### src/rtl/memctl_seq.sv
// ----------------------------------------------------------------------------
// memctl_seq - memory-cycle sequencer
//
// This block sits between the processor's memory-request logic and the
// external memory bus. It runs one bus cycle per accepted request. Read data
// is passed to the memory data register through mds/loadmd.
//
// Parameters:
//   TIMEOUT     bus cycles to wait for mem_ack before aborting (1..255)
//
// Ports:
//   clk         system clock, rising edge
//   reset       asynchronous, active-low reset
//   memrq       one-cycle request pulse; wrcyc selects write (1) or read (0)
//   vma, md     address and write data, sampled together with memrq
//   nxm_clr     clears the sticky nxm/ovr flags
//   mem_req, mem_we, mem_addr, mem_wdata   bus request side (held in REQ)
//   mem_ack, mem_rdata                     bus response side
//   mds, loadmd read word and its one-cycle load strobe
//   memstall    processor hold while a cycle is outstanding
//   nxm         sticky bus-timeout flag
//   ovr         sticky request-while-busy flag
// ----------------------------------------------------------------------------
module memctl_seq #(
    parameter int unsigned TIMEOUT = 255
) (
    input  logic        clk,
    input  logic        reset,
    input  logic        memrq,
    input  logic        wrcyc,
    input  logic [21:0] vma,
    input  logic [31:0] md,
    input  logic        nxm_clr,
    output logic        mem_req,
    output logic        mem_we,
    output logic [21:0] mem_addr,
    output logic [31:0] mem_wdata,
    input  logic        mem_ack,
    input  logic [31:0] mem_rdata,
    output logic [31:0] mds,
    output logic        loadmd,
    output logic        memstall,
    output logic        nxm,
    output logic        ovr
);

    typedef enum logic [1:0] {
        ST_IDLE = 2'd0,
        ST_REQ  = 2'd1,
        ST_DONE = 2'd2
    } state_t;

    localparam logic [7:0] TIMEOUT_C = 8'(TIMEOUT);

    state_t      state_r;
    state_t      state_s;
    logic [7:0]  cnt_r;
    logic        we_r;
    logic [21:0] addr_r;
    logic [31:0] wdata_r;
    logic [31:0] mds_r;
    logic        nxm_r;
    logic        ovr_r;

    logic        accept_s;
    logic        expired_s;
    logic        timeout_s;
    logic        rd_load_s;
    logic        ovr_set_s;
    logic [31:0] rd_word_s;

    // Next-state decode and per-cycle event flags.
    always_comb begin
        state_s   = state_r;
        accept_s  = 1'b0;
        expired_s = (cnt_r == TIMEOUT_C);
        timeout_s = 1'b0;
        rd_load_s = 1'b0;
        ovr_set_s = 1'b0;
        rd_word_s = 32'hFFFF_FFFF;
        case (state_r)
            ST_IDLE: begin
                if (memrq) begin
                    accept_s = 1'b1;
                    state_s  = ST_REQ;
                end else begin
                    state_s  = ST_IDLE;
                end
            end
            ST_REQ: begin
                ovr_set_s = memrq;
                // An ack in the final wait cycle wins over the timeout.
                if (mem_ack) begin
                    rd_word_s = mem_rdata;
                    rd_load_s = ~we_r;
                    state_s   = we_r ? ST_IDLE : ST_DONE;
                end else if (expired_s) begin
                    timeout_s = 1'b1;
                    rd_load_s = ~we_r;
                    state_s   = we_r ? ST_IDLE : ST_DONE;
                end else begin
                    state_s   = ST_REQ;
                end
            end
            ST_DONE: begin
                ovr_set_s = memrq;
                state_s   = ST_IDLE;
            end
            default: begin
                state_s = ST_IDLE;
            end
        endcase
    end

    // State register.
    always_ff @(posedge clk or negedge reset) begin
        if (!reset) begin
            state_r <= ST_IDLE;
        end else begin
            state_r <= state_s;
        end
    end

    // Wait-cycle counter: cleared on accept, counts unacknowledged REQ cycles.
    always_ff @(posedge clk or negedge reset) begin
        if (!reset) begin
            cnt_r <= 8'd0;
        end else if (accept_s) begin
            cnt_r <= 8'd0;
        end else if ((state_r == ST_REQ) && !mem_ack && !expired_s) begin
            cnt_r <= cnt_r + 8'd1;
        end
    end

    // Bus-cycle parameters, captured only when a request is accepted.
    always_ff @(posedge clk or negedge reset) begin
        if (!reset) begin
            we_r    <= 1'b0;
            addr_r  <= 22'd0;
            wdata_r <= 32'd0;
        end else if (accept_s) begin
            we_r    <= wrcyc;
            addr_r  <= vma;
            wdata_r <= md;
        end
    end

    // Read word: bus data on ack, all-ones on a read timeout; writes leave it.
    always_ff @(posedge clk or negedge reset) begin
        if (!reset) begin
            mds_r <= 32'd0;
        end else if (rd_load_s) begin
            mds_r <= rd_word_s;
        end
    end

    // Sticky error flags; a set event in the same cycle beats nxm_clr.
    always_ff @(posedge clk or negedge reset) begin
        if (!reset) begin
            nxm_r <= 1'b0;
            ovr_r <= 1'b0;
        end else begin
            if (timeout_s) begin
                nxm_r <= 1'b1;
            end else if (nxm_clr) begin
                nxm_r <= 1'b0;
            end
            if (ovr_set_s) begin
                ovr_r <= 1'b1;
            end else if (nxm_clr) begin
                ovr_r <= 1'b0;
            end
        end
    end

    // Strobes are decoded from the state register only, so a reset drops
    // mem_req at once and no loadmd can follow an abandoned cycle.
    assign mem_req   = (state_r == ST_REQ);
    assign loadmd    = (state_r == ST_DONE);
    assign memstall  = (state_r != ST_IDLE);
    assign mem_we    = we_r;
    assign mem_addr  = addr_r;
    assign mem_wdata = wdata_r;
    assign mds       = mds_r;
    assign nxm       = nxm_r;
    assign ovr       = ovr_r;

endmodule

### config.mk
export PLATFORM = sky130hd
export DESIGN_NAME = memctl_seq
export DESIGN_NICKNAME = d
export VERILOG_FILES = /design/src/rtl/memctl_seq.sv
export SDC_FILE = /design/constraint.sdc
export NUM_CORES = 1
export LEC_CHECK = 0
export BUFFER_PORTS_ARGS = -buffer_cell sky130_fd_sc_hd__clkbuf_2
export CELL_PAD_IN_SITES_DETAIL_PLACEMENT = 1
export CELL_PAD_IN_SITES_GLOBAL_PLACEMENT = 1
export CORE_MARGIN = 2
export CORE_UTILIZATION = 38
export DETAILED_ROUTE_END_ITERATION = 16
export PLACE_DENSITY_LB_ADDON = 0.1
export SYNTH_ARGS = -nofsm -noshare
export SYNTH_HDL_FRONTEND = slang
export SYNTH_SLANG_ARGS = --single-unit
### constraint.sdc
create_clock -name clk -period 2.9 [get_ports clk]
set_input_delay 0.29 -clock clk [delete_from_list [all_inputs] [get_ports clk]]
set_output_delay 0.29 -clock clk [all_outputs]
set_load 0.05 [all_outputs]
==> results by group <==
Routing
  – Via-to-Cell Ratio: approximately 5.0
  – Post-route ant nets: 0
  – WL per Instance: 16.6 µm
  – Final wirelength: around 11,000 µm
  – DRT Pass-1 Iters: 4
  – DRC: 0
  – Drt first-iter violations: just over 80
  – Via total after detailed routing: approximately 3,200

Floorplanning
  – Cell Rows: 37
  – IO Count: roughly 180
  – Starting density of the core: between 30% and 40%
  – Die area: 11,700 µm²
  – Core region area: about 10,000 µm²
  – Die width: 108 µm
  – DIE HEIGHT: ~110 µm

Synthesis
  – Cell with the most instances after synthesis: dfrtp_1
  – Distinct cell type count after synthesis: 35
  – Yosys warnings: 0
  – Flop and latch count out of synthesis: 99
  – Mapped cell area: around 4100 µm²
  – Number of synthesized flops with an enable pin: 0
  – Top-area cell type share of the netlist area: about three fifths
  – Sequential share of the synthesized area: around 60%
  – Post-synthesis instance total: roughly 330
  – Synthesized Nets: between 400 and 500
  – Mapped Avg Cell Area: 12.4 µm²
  – Dominant synthesized flop cell: dfrtp_1
  – Most common library cells after synthesis: dfrtp_1 (99), mux2_2 (55), a21oi_1 (34)
  – Leading area contributor after synthesis: dfrtp_1
  – Ys async rst share: between 90% and 100%
  – Largest cells by area after synthesis: dfrtp_1 (60%), mux2_2 (15%), o22ai_1 (4.9%)

STA
  – F_max: roughly 0.53 GHz
  – Slew Limit Fails: 0
  – Endpoints failing hold: 4
  – Clock period minus worst slack: around 1.9 ns
  – Clk_skew: about 0.008 ns
  – RSZ-0062 raised after global routing: no
  – Least-Margin Pin Slew: ~0.82 ns
  – Final setup vio count: 0
  – Setup TNS: 0 ns
  – Relative max-transition margin: 45.2%
  – Hold_ws: -0.00345 ns
  – Period utilization: around 65%

Critical path
  – Crit path DAT: between 2 and 2.5 ns
  – Setup crit start kind: register
  – Crit path kind: reg2reg
  – CP max stage cell: dfrtp_1
  – Critical Path RT: approximately 3.2 ns
  – Slowest stage delay, CP: around 0.46 ns
  – Worst path bufs/invs: 0
  – Worst setup EP type: register
  – Critical Path, Cell by Cell: ha_1, and4_1, nand2_2, a31oi_1
  – Worst-path fanout max: 34
  – Delay-heaviest family, CP: simple AND/OR/NAND/NOR gates

Clock network
  – Post-CTS Hold Fix Bufs: 0
  – CTS tree: built
  – CTS clock-pin slew for the worst setup and hold paths: ~0.090 ns
  – TritonCTS Buffers: 9
  – H-tree depth: 3
  – Clock latency on the worst-skew pair: 0.36 ns
  – Root Buffer: clkbuf_8
  – Post CTS Setup Buffer Count: 0
  – Clock buffer depth: 2
  – CTS sink count: 99
  – Post-CTS sizing: 0

Layout
  – Area growth from synthesis to layout: 30.0%
  – Fillers: approximately 1,200
  – Final core utilization: 51.2%
  – Layout cell share with drive strength beyond 1: about 51%
  – Final Net Count: roughly 600
  – FF+latch area: about 2500 µm²
  – Multi-input gate area: between 1000 and 1500 µm²
  – ANT cells: 0

Global route
  – GR Overflow Total: 0
  – Gr usage total: about a fifth
  – Largest net degree at the start of global routing: 60
  – Vias in the first global route: about 3,400
  – First-pass GRT wire length: between 15,000 and 20,000 µm
  – Initial antenna violation count: 0

Hold path
  – Hold Crit Class: in2async

Run
  – Maximum capacitance violations: 0

Status
  – Status: finished with violations
  – Failing checks: negative hold slack

Placement
  – Detailed Place HPWL: around 7800 µm
  – GP Congestion: between 0.7 and 0.8
  – Port-buffer cells: about 180
routing by layer:
layer	part of all wire [%]	global-route usage (%)	vias to the layer above	wire (µm)
li1	-	-	1534	-
met1	40	22.5	1604	4280
met2	51	31.5	98	5440
met3	8.2	6.75	11	881
met4	1.4	7.33	0	147
met5	0	0	-	0
area by class of cell:
| cell class | instances | share of cell area, % |
|---|---|---|
| clock buffers | 11 | 2.65 |
| clock inverters | 5 | 0.985 |
| inverters | 7 | 0.492 |
| multi-input cells | 202 | 27.7 |
| flip-flops and latches | 99 | 46.4 |
| well taps | 136 | 3.19 |
| repair buffers | 188 | 18.6 |
final timing paths:
kind / slack, ns / to / startpoint / depth (start not counted)
min in group clk: 0.13 / ovr$_DFFE_PN0P_ / nxm_clr / 2
min reg2reg: 0.51 / mem_addr[4]$_DFFE_PN0N_ / mem_addr[4]$_DFFE_PN0N_ / 1
max reg2reg: 1.02 / cnt_r[2]$_DFFE_PN0P_ / cnt_r[0]$_DFFE_PN0P_ / 4
max in group asynchronous: 2.19 / mem_wdata[19]$_DFFE_PN0N_ / reset / 2
max: 1.02 / cnt_r[2]$_DFFE_PN0P_ / cnt_r[0]$_DFFE_PN0P_ / 4
min: -0.003 / mem_wdata[21]$_DFFE_PN0N_ / reset / 1
registers in the layout, summed over array words and instances (netlist names):
register,flops
cnt_r,8
ovr,1
mem_addr,22
mds,32
state_r,2
mem_we,1
nxm,1
mem_wdata,32
cell families after synthesis:
family                     after synthesis  share of synthesized area [%]
and+or+nand+nor                         62                           7.83
adders and majority gates                4                           1.22
AOI/OAI and AO/OA                       79                           11.2
DFF                                     99                           60.3
muxes                                   57                           15.6
buffers and inverters                   30                           3.81
metrics by stage:
stage | setup slack, ns | hold WS (ns) | area (µm²) | instances
6_report | 1.02 | -0.00345 | 5340 | 648
3_5_place_dp | 1.01 | 0.423 | 5140 | 632
3_3_place_gp | 1.05 | 0.423 | 5140 | 632
5_1_grt | 0.827 | 0.0428 | 5340 | 648
4_1_cts | 0.990 | 0.0186 | 5340 | 648
2_1_floorplan | 1.13 | -0.00559 | 4110 | 331
worst reg2reg max path, stage by stage, from the launching register on:
cell     delay [ns]
dfrtp_1        0.46
ha_1           0.23
and4_1         0.34
nand2_2        0.45
a31oi_1        0.33
cell usage in the layout, fill, tap and decap left out, types with 2 or more instances in the layout:
master,n
mux2i_1,2
ha_1,4
and2_1,2
dfrtp_1,99
mux2_2,55
nand2_1,5
clkinv_2,3
clkbuf_8,10
a31oi_1,2
a211oi_1,4
inv_1,7
nand2_2,2
buf_12,3
a21oi_1,34
buf_4,3
o21ai_0,3
nand3_1,2
nor3_1,3
clkbuf_2,182
nor2b_1,2
and4b_1,2
and3_1,3
nor2_1,32
o22ai_1,32
Power is not shown: default switching activity piles up to over one toggle a cycle in this logic, so the estimate is an artifact.
